<file path="config.mk">
export PLATFORM = sky130hd
export DESIGN_NAME = adc_sample_conditioner
export DESIGN_NICKNAME = d
export VERILOG_FILES = /design/src/rtl/adc_sample_conditioner.sv
export SDC_FILE = /design/constraint.sdc
export NUM_CORES = 1
export LEC_CHECK = 0
export CAP_MARGIN = 20
export CORE_MARGIN = 5
export CORE_UTILIZATION = 30
export DETAILED_ROUTE_END_ITERATION = 6
export GPL_TIMING_DRIVEN = 0
export SKIP_LAST_GASP = 1
export SYNTH_ARGS = -nofsm -noshare
export SYNTH_HDL_FRONTEND = slang
export SYNTH_SLANG_ARGS = --single-unit
</file>
<file path="constraint.sdc">
create_clock -name clk -period 8.6 [get_ports clk]
set_input_delay 0.86 -clock clk [delete_from_list [all_inputs] [get_ports clk]]
set_output_delay 0.86 -clock clk [all_outputs]
set_load 0.03 [all_outputs]
</file>
<file path="src/rtl/adc_sample_conditioner.sv">
// ADC sample conditioner: block-average raw ADC words, strip DC bias with a
// first-order IIR offset tracker, and deliver signed 16-bit samples over valid/ack.
module adc_sample_conditioner #(
  parameter int ADC_WIDTH  = 12,
  parameter int DECIM_LOG2 = 2,
  parameter int DC_SHIFT   = 8
) (
  input  logic                 clk,
  input  logic                 rst_n,
  input  logic                 enable,
  input  logic [ADC_WIDTH-1:0] adc_data,
  input  logic                 adc_valid,
  output logic [15:0]          sample_data,
  output logic                 sample_valid,
  input  logic                 sample_ack,
  output logic                 overrun,
  input  logic                 overrun_clr
);

  localparam int ACC_W = ADC_WIDTH + DECIM_LOG2;
  localparam int OFS_W = ADC_WIDTH + DC_SHIFT;
  localparam int DIF_W = OFS_W + 2;
  localparam int CEN_W = ADC_WIDTH + 1;
  localparam int OUT_SH = 15 - ADC_WIDTH;
  localparam logic [OFS_W-1:0] OFS_MID = OFS_W'(1) << (ADC_WIDTH - 1 + DC_SHIFT);

  logic [ACC_W-1:0]      acc_q, acc_d, acc_sum;
  logic [DECIM_LOG2-1:0] cnt_q, cnt_d;
  logic [ADC_WIDTH-1:0]  avg_r_q, avg_r_d;
  logic [1:0]            vld_pipe_q, vld_pipe_d;
  logic [15:0]           res_q, res_d;
  logic [OFS_W-1:0]      offset_fp_q, offset_fp_d;
  logic [15:0]           sample_data_q, sample_data_d;
  logic                  sample_valid_q, sample_valid_d;
  logic                  overrun_q, overrun_d;

  logic [ADC_WIDTH-1:0]     offset;
  logic signed [CEN_W-1:0]  centered;
  logic signed [15:0]       cen_ext;
  logic signed [DIF_W-1:0]  ofs_diff, ofs_step, ofs_new;

  // Stage 1: block accumulator; the last word of a block produces avg_r.
  always_comb begin
    acc_d         = acc_q;
    cnt_d         = cnt_q;
    avg_r_d       = avg_r_q;
    vld_pipe_d[0] = 1'b0;
    acc_sum       = acc_q + ACC_W'(adc_data);
    if (!enable) begin
      acc_d = '0;
      cnt_d = '0;
    end else if (adc_valid) begin
      if (cnt_q == '1) begin
        avg_r_d       = acc_sum[ACC_W-1:DECIM_LOG2];
        vld_pipe_d[0] = 1'b1;
        acc_d         = '0;
        cnt_d         = '0;
      end else begin
        acc_d = acc_sum;
        cnt_d = cnt_q + 1'b1;
      end
    end
  end

  // Stage 2: center against the pre-update offset, then nudge the tracker.
  always_comb begin
    offset        = offset_fp_q[OFS_W-1:DC_SHIFT];
    centered      = $signed({1'b0, avg_r_q}) - $signed({1'b0, offset});
    cen_ext       = {{(16-CEN_W){centered[CEN_W-1]}}, centered};
    ofs_diff      = $signed({2'b00, avg_r_q, {DC_SHIFT{1'b0}}}) - $signed({2'b00, offset_fp_q});
    ofs_step      = ofs_diff >>> DC_SHIFT;
    ofs_new       = $signed({2'b00, offset_fp_q}) + ofs_step;
    res_d         = res_q;
    offset_fp_d   = offset_fp_q;
    vld_pipe_d[1] = vld_pipe_q[0];
    if (vld_pipe_q[0]) begin
      res_d       = cen_ext <<< OUT_SH;
      offset_fp_d = ofs_new[OFS_W-1:0];
    end
  end

  // Output holding register; a new result always wins, flagging overrun if unconsumed.
  always_comb begin
    sample_data_d  = sample_data_q;
    sample_valid_d = sample_valid_q;
    overrun_d      = overrun_q;
    if (overrun_clr) overrun_d = 1'b0;
    if (vld_pipe_q[1]) begin
      sample_data_d  = res_q;
      sample_valid_d = 1'b1;
      if (sample_valid_q && !sample_ack) overrun_d = 1'b1;
    end else if (sample_valid_q && sample_ack) begin
      sample_valid_d = 1'b0;
    end
  end

  always_ff @(posedge clk or negedge rst_n) begin
    if (!rst_n) begin
      acc_q          <= '0;
      cnt_q          <= '0;
      avg_r_q        <= '0;
      vld_pipe_q     <= '0;
      res_q          <= '0;
      offset_fp_q    <= OFS_MID;
      sample_data_q  <= '0;
      sample_valid_q <= 1'b0;
      overrun_q      <= 1'b0;
    end else begin
      acc_q          <= acc_d;
      cnt_q          <= cnt_d;
      avg_r_q        <= avg_r_d;
      vld_pipe_q     <= vld_pipe_d;
      res_q          <= res_d;
      offset_fp_q    <= offset_fp_d;
      sample_data_q  <= sample_data_d;
      sample_valid_q <= sample_valid_d;
      overrun_q      <= overrun_d;
    end
  end

  assign sample_data  = sample_data_q;
  assign sample_valid = sample_valid_q;
  assign overrun      = overrun_q;

endmodule

</file>
==> results of run 1 <==
-- power by group through the flow --
stage	logic (mW)	registers (mW)	clock network, mW
floorplan	1.40	0.495	0
global placement	1.73	0.506	0
detailed placement	1.76	0.510	0
CTS	1.77	0.504	0.421
global route	1.98	0.514	0.438
finish	1.78	0.502	0.412
-- synth_stat cells (5+ instances only) --
| cell | count | area, um2 |
|---|---|---|
| a21oi_1 | 34 | 170 |
| nand4_1 | 6 | 37.5 |
| a22o_1 | 9 | 78.8 |
| o31ai_1 | 7 | 52.6 |
| inv_1 | 29 | 109 |
| or2_2 | 6 | 37.5 |
| clkbuf_1 | 17 | 63.8 |
| xnor2_1 | 31 | 272 |
| dfrtp_1 | 77 | 1930 |
| ha_1 | 45 | 563 |
| o21ai_0 | 28 | 140 |
| nand3_1 | 8 | 40.0 |
| or3_1 | 8 | 50.1 |
| xor2_1 | 16 | 140 |
| nand2_1 | 33 | 124 |
| mux2_2 | 33 | 372 |
| nor2b_1 | 6 | 37.5 |
| nor2_1 | 26 | 97.6 |
| a21o_1 | 21 | 158 |
| mux2i_1 | 7 | 70.1 |
| a211oi_1 | 5 | 37.5 |
| a31oi_1 | 6 | 37.5 |
-- state kept, by name, summed over array words and instances (netlist names) --
register      cells
avg_r_q          12
cnt_q             2
vld_pipe_q        2
acc_q            14
sample_valid      1
offset_fp_q      20
res_q            13
sample_data      13
overrun           1
-- path summary, 6_finish.rpt --
| kind | endpoint | cells past startpoint | startpoint |
|---|---|---|---|
| min in group clk | vld_pipe_q[1]$_DFF_PN0_ | 0 | vld_pipe_q[0]$_DFF_PN0_ |
| worst min-delay path | cnt_q[1]$_DFFE_PN0P_ | 1 | rst_n |
| max in group asynchronous | sample_data[3]$_DFFE_PN0P_ | 2 | rst_n |
| worst max register to register | offset_fp_q[18]$_DFFE_PN0P_ | 17 | avg_r_q[2]$_DFFE_PN0P_ |
| worst max-delay path | offset_fp_q[18]$_DFFE_PN0P_ | 17 | avg_r_q[2]$_DFFE_PN0P_ |
| worst min register to register | vld_pipe_q[1]$_DFF_PN0_ | 0 | vld_pipe_q[0]$_DFF_PN0_ |
-- metrics by stage --
stage / hold WS [ns] / instances / worst slack [ns]
after floorplan: 0.365 / 529 / 4.79
after global placement: 0.461 / 786 / 3.85
after detailed placement: 0.456 / 787 / 4.23
after CTS: 0.467 / 803 / 4.17
after global routing: 0.491 / 803 / 3.80
final: 0.462 / 803 / 4.09
-- cells by family (layout without fill, tap and decap cells) --
kind of cell               Yosys count  count (layout)  synth area share (%)
adders and majority gates           48              48                  12.0
xor gates and xnor gates            47              47                  7.90
buffers and inverters               51             100                  3.89
and+or+nand+nor                    121             121                  11.9
AOI/OAI and AO/OA                  141             141                  18.3
other                                1               3                0.0720
DFF                                 78              78                  37.5
muxes                               40              40                  8.48
-- area by class of cell --
cell class | instances | area share (%)
well taps | 225 | 4.57
clock buffers | 12 | 4.00
plain buffers | 21 | 1.46
multi-input cells | 400 | 49.7
clock inverters | 4 | 1.14
flip-flops and latches | 78 | 31.7
repair buffers | 33 | 5.61
inverters | 30 | 1.83
-- metal layers --
layer	vias up	wire [um]	global-route usage (%)
li1	1980	-	-
met1	1954	5810	17.2
met2	77	5760	20.6
met3	22	449	3.30
met4	0	215	4.09
met5	-	0	0
-- worst register-to-register path: stages (launching register included) --
cell	delay (ns)
dfrtp_1	0.41
ha_1	0.29
clkbuf_1	0.30
a21oi_1	0.18
o21bai_1	0.22
a21o_1	0.21
a21oi_1	0.09
o21ai_0	0.34
a21oi_1	0.10
xnor2_1	0.22
ha_1	0.34
nand2_1	0.13
a21oi_1	0.07
a211oi_1	0.30
o21ai_0	0.25
o311a_1	0.41
or3_1	0.31
a31o_1	0.22
==> results.toml, run 1 <==
[outcome]
status = "complete, no violations"

[detailed_routing]
wire_per_inst_um = 15.2
antenna_left = 0
avgViaCountPerCell = 5.02
drc_errors = 0
drtPass1Iterations = 5
wl_um = 12200
vias = 4033
drtIter0Drc = 142

[synth]
synth_ff_type = "dfrtp_1"
synthCells = 527
synth-edff-count = 0
synth_cell_types = 57
ys_warn_count = 0
synth_area_per_cell_um2 = 9.88
async_flop_share_pct = 100
synth-seq-area-share_pct = 37.5
netlist_area_um2 = 5210
ys_seq_elements = 78

[placed_design]
gp_congestion = 0.923
dpl.hpwl_um = 9460
port_buffers = 32
dpl_cell_area_um2 = 5840

[cells_and_area]
nNetsFinal = 639
final_util_pct = 35.9
area_growth_pct = 18.3
diodes = 0
design_area_um2 = 6160
layout_commonest_cell = "dfrtp_1"
multi_input_area_um2 = 3060
drive_gt1_share_pct = 11.4
final_cell_mix = "77 x dfrtp_1, 45 x ha_1, 34 x a21oi_1"
fillers = 1742
register_area_um2 = 1950

[die]
core_area_um2 = 17200
rows = 48
initial_core_util_pct = 30.3
die_width_um = 142
dieArea_um2 = 20100
pin_count = 36
die_y_um = 142

[clocking]
cts_buffer_depth = 2
hold_buffers = 0
cts_made_buffers = 9
clock_latency_ns = 0.35
root_buffer = "clkbuf_16"
cts_tree = "yes"
ctsResizeCount = 0
htree_levels = 3
cts.sinks = 78
cts_setup_buffers = 0
clk_pin_slew_ns = 0.06

[critical_path]
start_kind = "flop"
crit_chain = "ha_1 > clkbuf_1 > a21oi_1 > o21bai_1 > a21o_1 > a21oi_1 > o21ai_0 > a21oi_1 > xnor2_1 > ha_1 > nand2_1 > a21oi_1 > a211oi_1 > o21ai_0 > o311a_1 > or3_1 > a31o_1"
critPathCaptureType = "flop"
slowest_stage = "dfrtp_1"
setup.worst_path.class = "flop to flop"
cp.required_ns = 8.83
crit_buf_inv = 1
r2r_slack_ns = 4.09
critPathTopFamily = "compound AO/OA/AOI/OAI gates"
crit_top_cell = "a21oi_1"
cp_max_fo = 7
crit_arrival_ns = 4.74
cp_slowest_stage_delay_ns = 0.41

[global_routing]
grt_pass1_wl_um = 21100
antenna_found_initial = 0
grt_overflow_total = 0
grt_pass1_vias = 4223
track_usage_pct = 12.9
grt_max_degree = 46

[pwr]
internal-power_mw = 1.46
p_switching_mw = 1.23
power.density_nw_per_um2 = 437
leakage_nw = 2.87
switching_share_pct = 45.6
comb_power_share_pct = 66.0
seqPwrFrac_pct = 18.7
p_clk_share_pct = 15.3
vdd_ir_drop_max_mv = 0.159
p_total_mw = 2.69

[timing]
tightestPinTransition_ns = 0.742
tns_ns = 0
fin_crit_ns = 4.51
final_max_slew_viol_count = 0
finalCritPeriodShare_pct = 52.4
setup_viol = 0
hold_violations = 0
clock.fmax_mhz = 222
slew_headroom_pct = 50.3
finClkSkew_ns = 0.0117
rsz0062_at_grt = "false"

[worst_hold_path]
hold_class = "primary input to async pin"

[flow_run]
maxCapViolations = 0
Power figures use the tool's default switching activity.
==> run 2: changes to the inputs <==
clock period = 3.8 ns   (was 8.6 ns; I/O delays follow)
==> run 2 against run 1 <==
The run now ends with negative setup slack left. Final cell count is 2.9% higher. Via count is 4.3% higher. Global-route usage is 0.59 points higher. Clock skew is 0.0045 ns lower. Non-clock buffer count is 23 higher. Clock-buffer cell count stayed put. Sequential cell count stayed put. Die area stayed put. Critical path depth is 3 lower. Routed wire length is 8.8% higher. Worst hold slack worse by 0.0027 ns. Largest cell class unchanged.
==> results.toml, run 2 (synthesis results as in run 1) <==
[global_routing]
track_usage_pct = 13.5
grt_overflow_total = 0
antenna_found_initial = 0
grt_pass1_wl_um = 22000
grt_max_degree = 46
grt_pass1_vias = 4385

[cells_and_area]
register_area_um2 = 1960
largest_reg_flops = 20
final_cell_mix = "75 x dfrtp_1, 37 x ha_1, 33 x mux2_2"
layout_commonest_cell = "dfrtp_1"
design_area_um2 = 6690
diodes = 0
top_register = "offset_fp_q"
drive_gt1_share_pct = 23.6
multi_input_area_um2 = 3360
area_growth_pct = 28.4
reg_top3 = "offset_fp_q: 20 flops, acc_q: 14 flops"
fillers = 1702
nNetsFinal = 662
final_cells = 826

[clocking]
cts_buffer_depth = 2
htree_levels = 3
root_buffer = "clkbuf_16"
clk_pin_slew_ns = 0.06
cts.sinks = 78
clock_latency_ns = 0.34
cts_tree = "yes"
cts_made_buffers = 9

[detailed_routing]
drc_errors = 0
antenna_left = 0
wl_um = 13300
wire_per_inst_um = 16.1
vias = 4208
drtPass1Iterations = 5
drtIter0Drc = 201
avgViaCountPerCell = 5.09

[critical_path]
reg2regPathDepth = 14
start_kind = "flop"
setup.worst_path.class = "flop to flop"
crit_arrival_ns = 4.05
cp_slowest_stage_delay_ns = 0.57
critPathCaptureType = "flop"
timing.rr.end = "offset_fp_q[18]$_DFFE_PN0P_"
crit_chain = "or4_4 > nor2_4 > a21oi_4 > o21ai_2 > a21oi_2 > o21ai_1 > xor2_1 > ha_1 > a21o_1 > a211oi_2 > o21ai_2 > o311a_1 > or3_1 > a31o_1"
crit_top_cell = "o21ai_2"
cp_max_fo = 6
cp.required_ns = 4.03
r2r_slack_ns = -0.02
slowest_stage = "or4_4"
r2r_start = "offset_fp_q[0]$_DFFE_PN0P_"

[die]
dieArea_um2 = 20100
die_width_um = 142
initial_core_util_pct = 30.3
core_area_um2 = 17200
rows = 48
pin_count = 36
die_y_um = 142

[flow_run]
maxCapViolations = 0

[placed_design]
dpl.hpwl_um = 9660
dp.cells = 787
gp_congestion = 0.909
dpl_cell_area_um2 = 5840
port_buffers = 32

[worst_hold_path]
hold_class = "flop to flop"
min_from = "vld_pipe_q[0]$_DFF_PN0_"
hold_end = "vld_pipe_q[1]$_DFF_PN0_"
hold_depth = 0

[timing]
finClkSkew_ns = 0.00718
fin_crit_ns = 3.82
setup_slack_ns = -0.0195
setup_viol = 1
hold_violations = 0
final_max_slew_viol_count = 0
tightestPinTransition_ns = 0.814
tns_ns = -0.0195
slew_headroom_pct = 45.7
clock.fmax_mhz = 262
rsz0062_at_grt = "true"
finalCritPeriodShare_pct = 101

[outcome]
violations = "negative setup slack"
status = "finished, violations left"
-- run 2: changes by cell type in the layout (fill, tap and decap cells not counted), moves of 3 or more --
cell      before  now
a21oi_1       34   25
a21oi_2        2    6
a21oi_4        0    5
buf_4          4   32
clkbuf_1      19   11
ha_1          45   37
ha_2           0    4
ha_4           0    4
inv_1         29   26
inv_2          0    3
o21ai_0       28   21
o21ai_2        1    5
-- run 2: area by class of cell --
cell class / instances / share of cell area (%)
multi-input cells: 400 / 50.2
flip-flops and latches: 78 / 29.2
repair buffers: 62 / 8.46
well taps: 225 / 4.21
clock buffers: 12 / 3.69
inverters: 30 / 1.68
clock inverters: 4 / 1.42
plain buffers: 15 / 1.05
-- run 2: what timing repair did --
action / in CTS / in global routing
hold endpoints to repair: 11 / 0
hold buffers: 1 / 0
endpoints found under the setup margin: 8 / 8
pin swaps: 19 / 34
setup buffers: 14 / 14
gates resized for setup: 39 / 37
-- run 2: worst max-delay path by stage --
stage	from	to	cells after the start
2_1_floorplan	avg_r_q[2]$_DFFE_PN0P_	offset_fp_q[18]$_DFFE_PN0P_	14
3_3_place_gp	avg_r_q[2]$_DFFE_PN0P_	offset_fp_q[18]$_DFFE_PN0P_	17
3_5_place_dp	avg_r_q[2]$_DFFE_PN0P_	offset_fp_q[18]$_DFFE_PN0P_	17
4_1_cts	offset_fp_q[5]$_DFFE_PN0P_	offset_fp_q[18]$_DFFE_PN0P_	14
5_1_grt	offset_fp_q[10]$_DFFE_PN0P_	offset_fp_q[18]$_DFFE_PN0P_	14
6_report	offset_fp_q[0]$_DFFE_PN0P_	offset_fp_q[18]$_DFFE_PN0P_	14
-- run 2: critical path, delay by kind of cell (launching register included) --
family	cells	cell delay, ns
fa+ha+maj	1	0.33
flops	1	0.40
xor+xnor	1	0.24
simple gates	3	1.05
compound gates	9	1.69
-- run 2: layer usage --
layer	up-vias	GRT usage (%)	wire length, um
met3	16	3.00	657
li1	2043	-	-
met5	-	0	0
met2	114	22.5	6530
met4	0	4.14	165
met1	2035	17.6	5960
-- run 2: metrics by stage --
| step | util [%] | hold slack, ns | setup WS, ns |
|---|---|---|---|
| finish | 38.9 | 0.459 | -0.0195 |
| CTS | 37.7 | 0.454 | -0.0215 |
| global route | 38.9 | 0.470 | -0.177 |
| detailed placement | 34.0 | 0.364 | -0.618 |
| floorplan | - | 0.0844 | 0.0414 |
| global placement | 33.9 | 0.461 | -0.683 |
Power of run 2 is left out: the tool's default activity adds up to more than one toggle a clock period on the data nets, which glitch-free logic cannot reach.
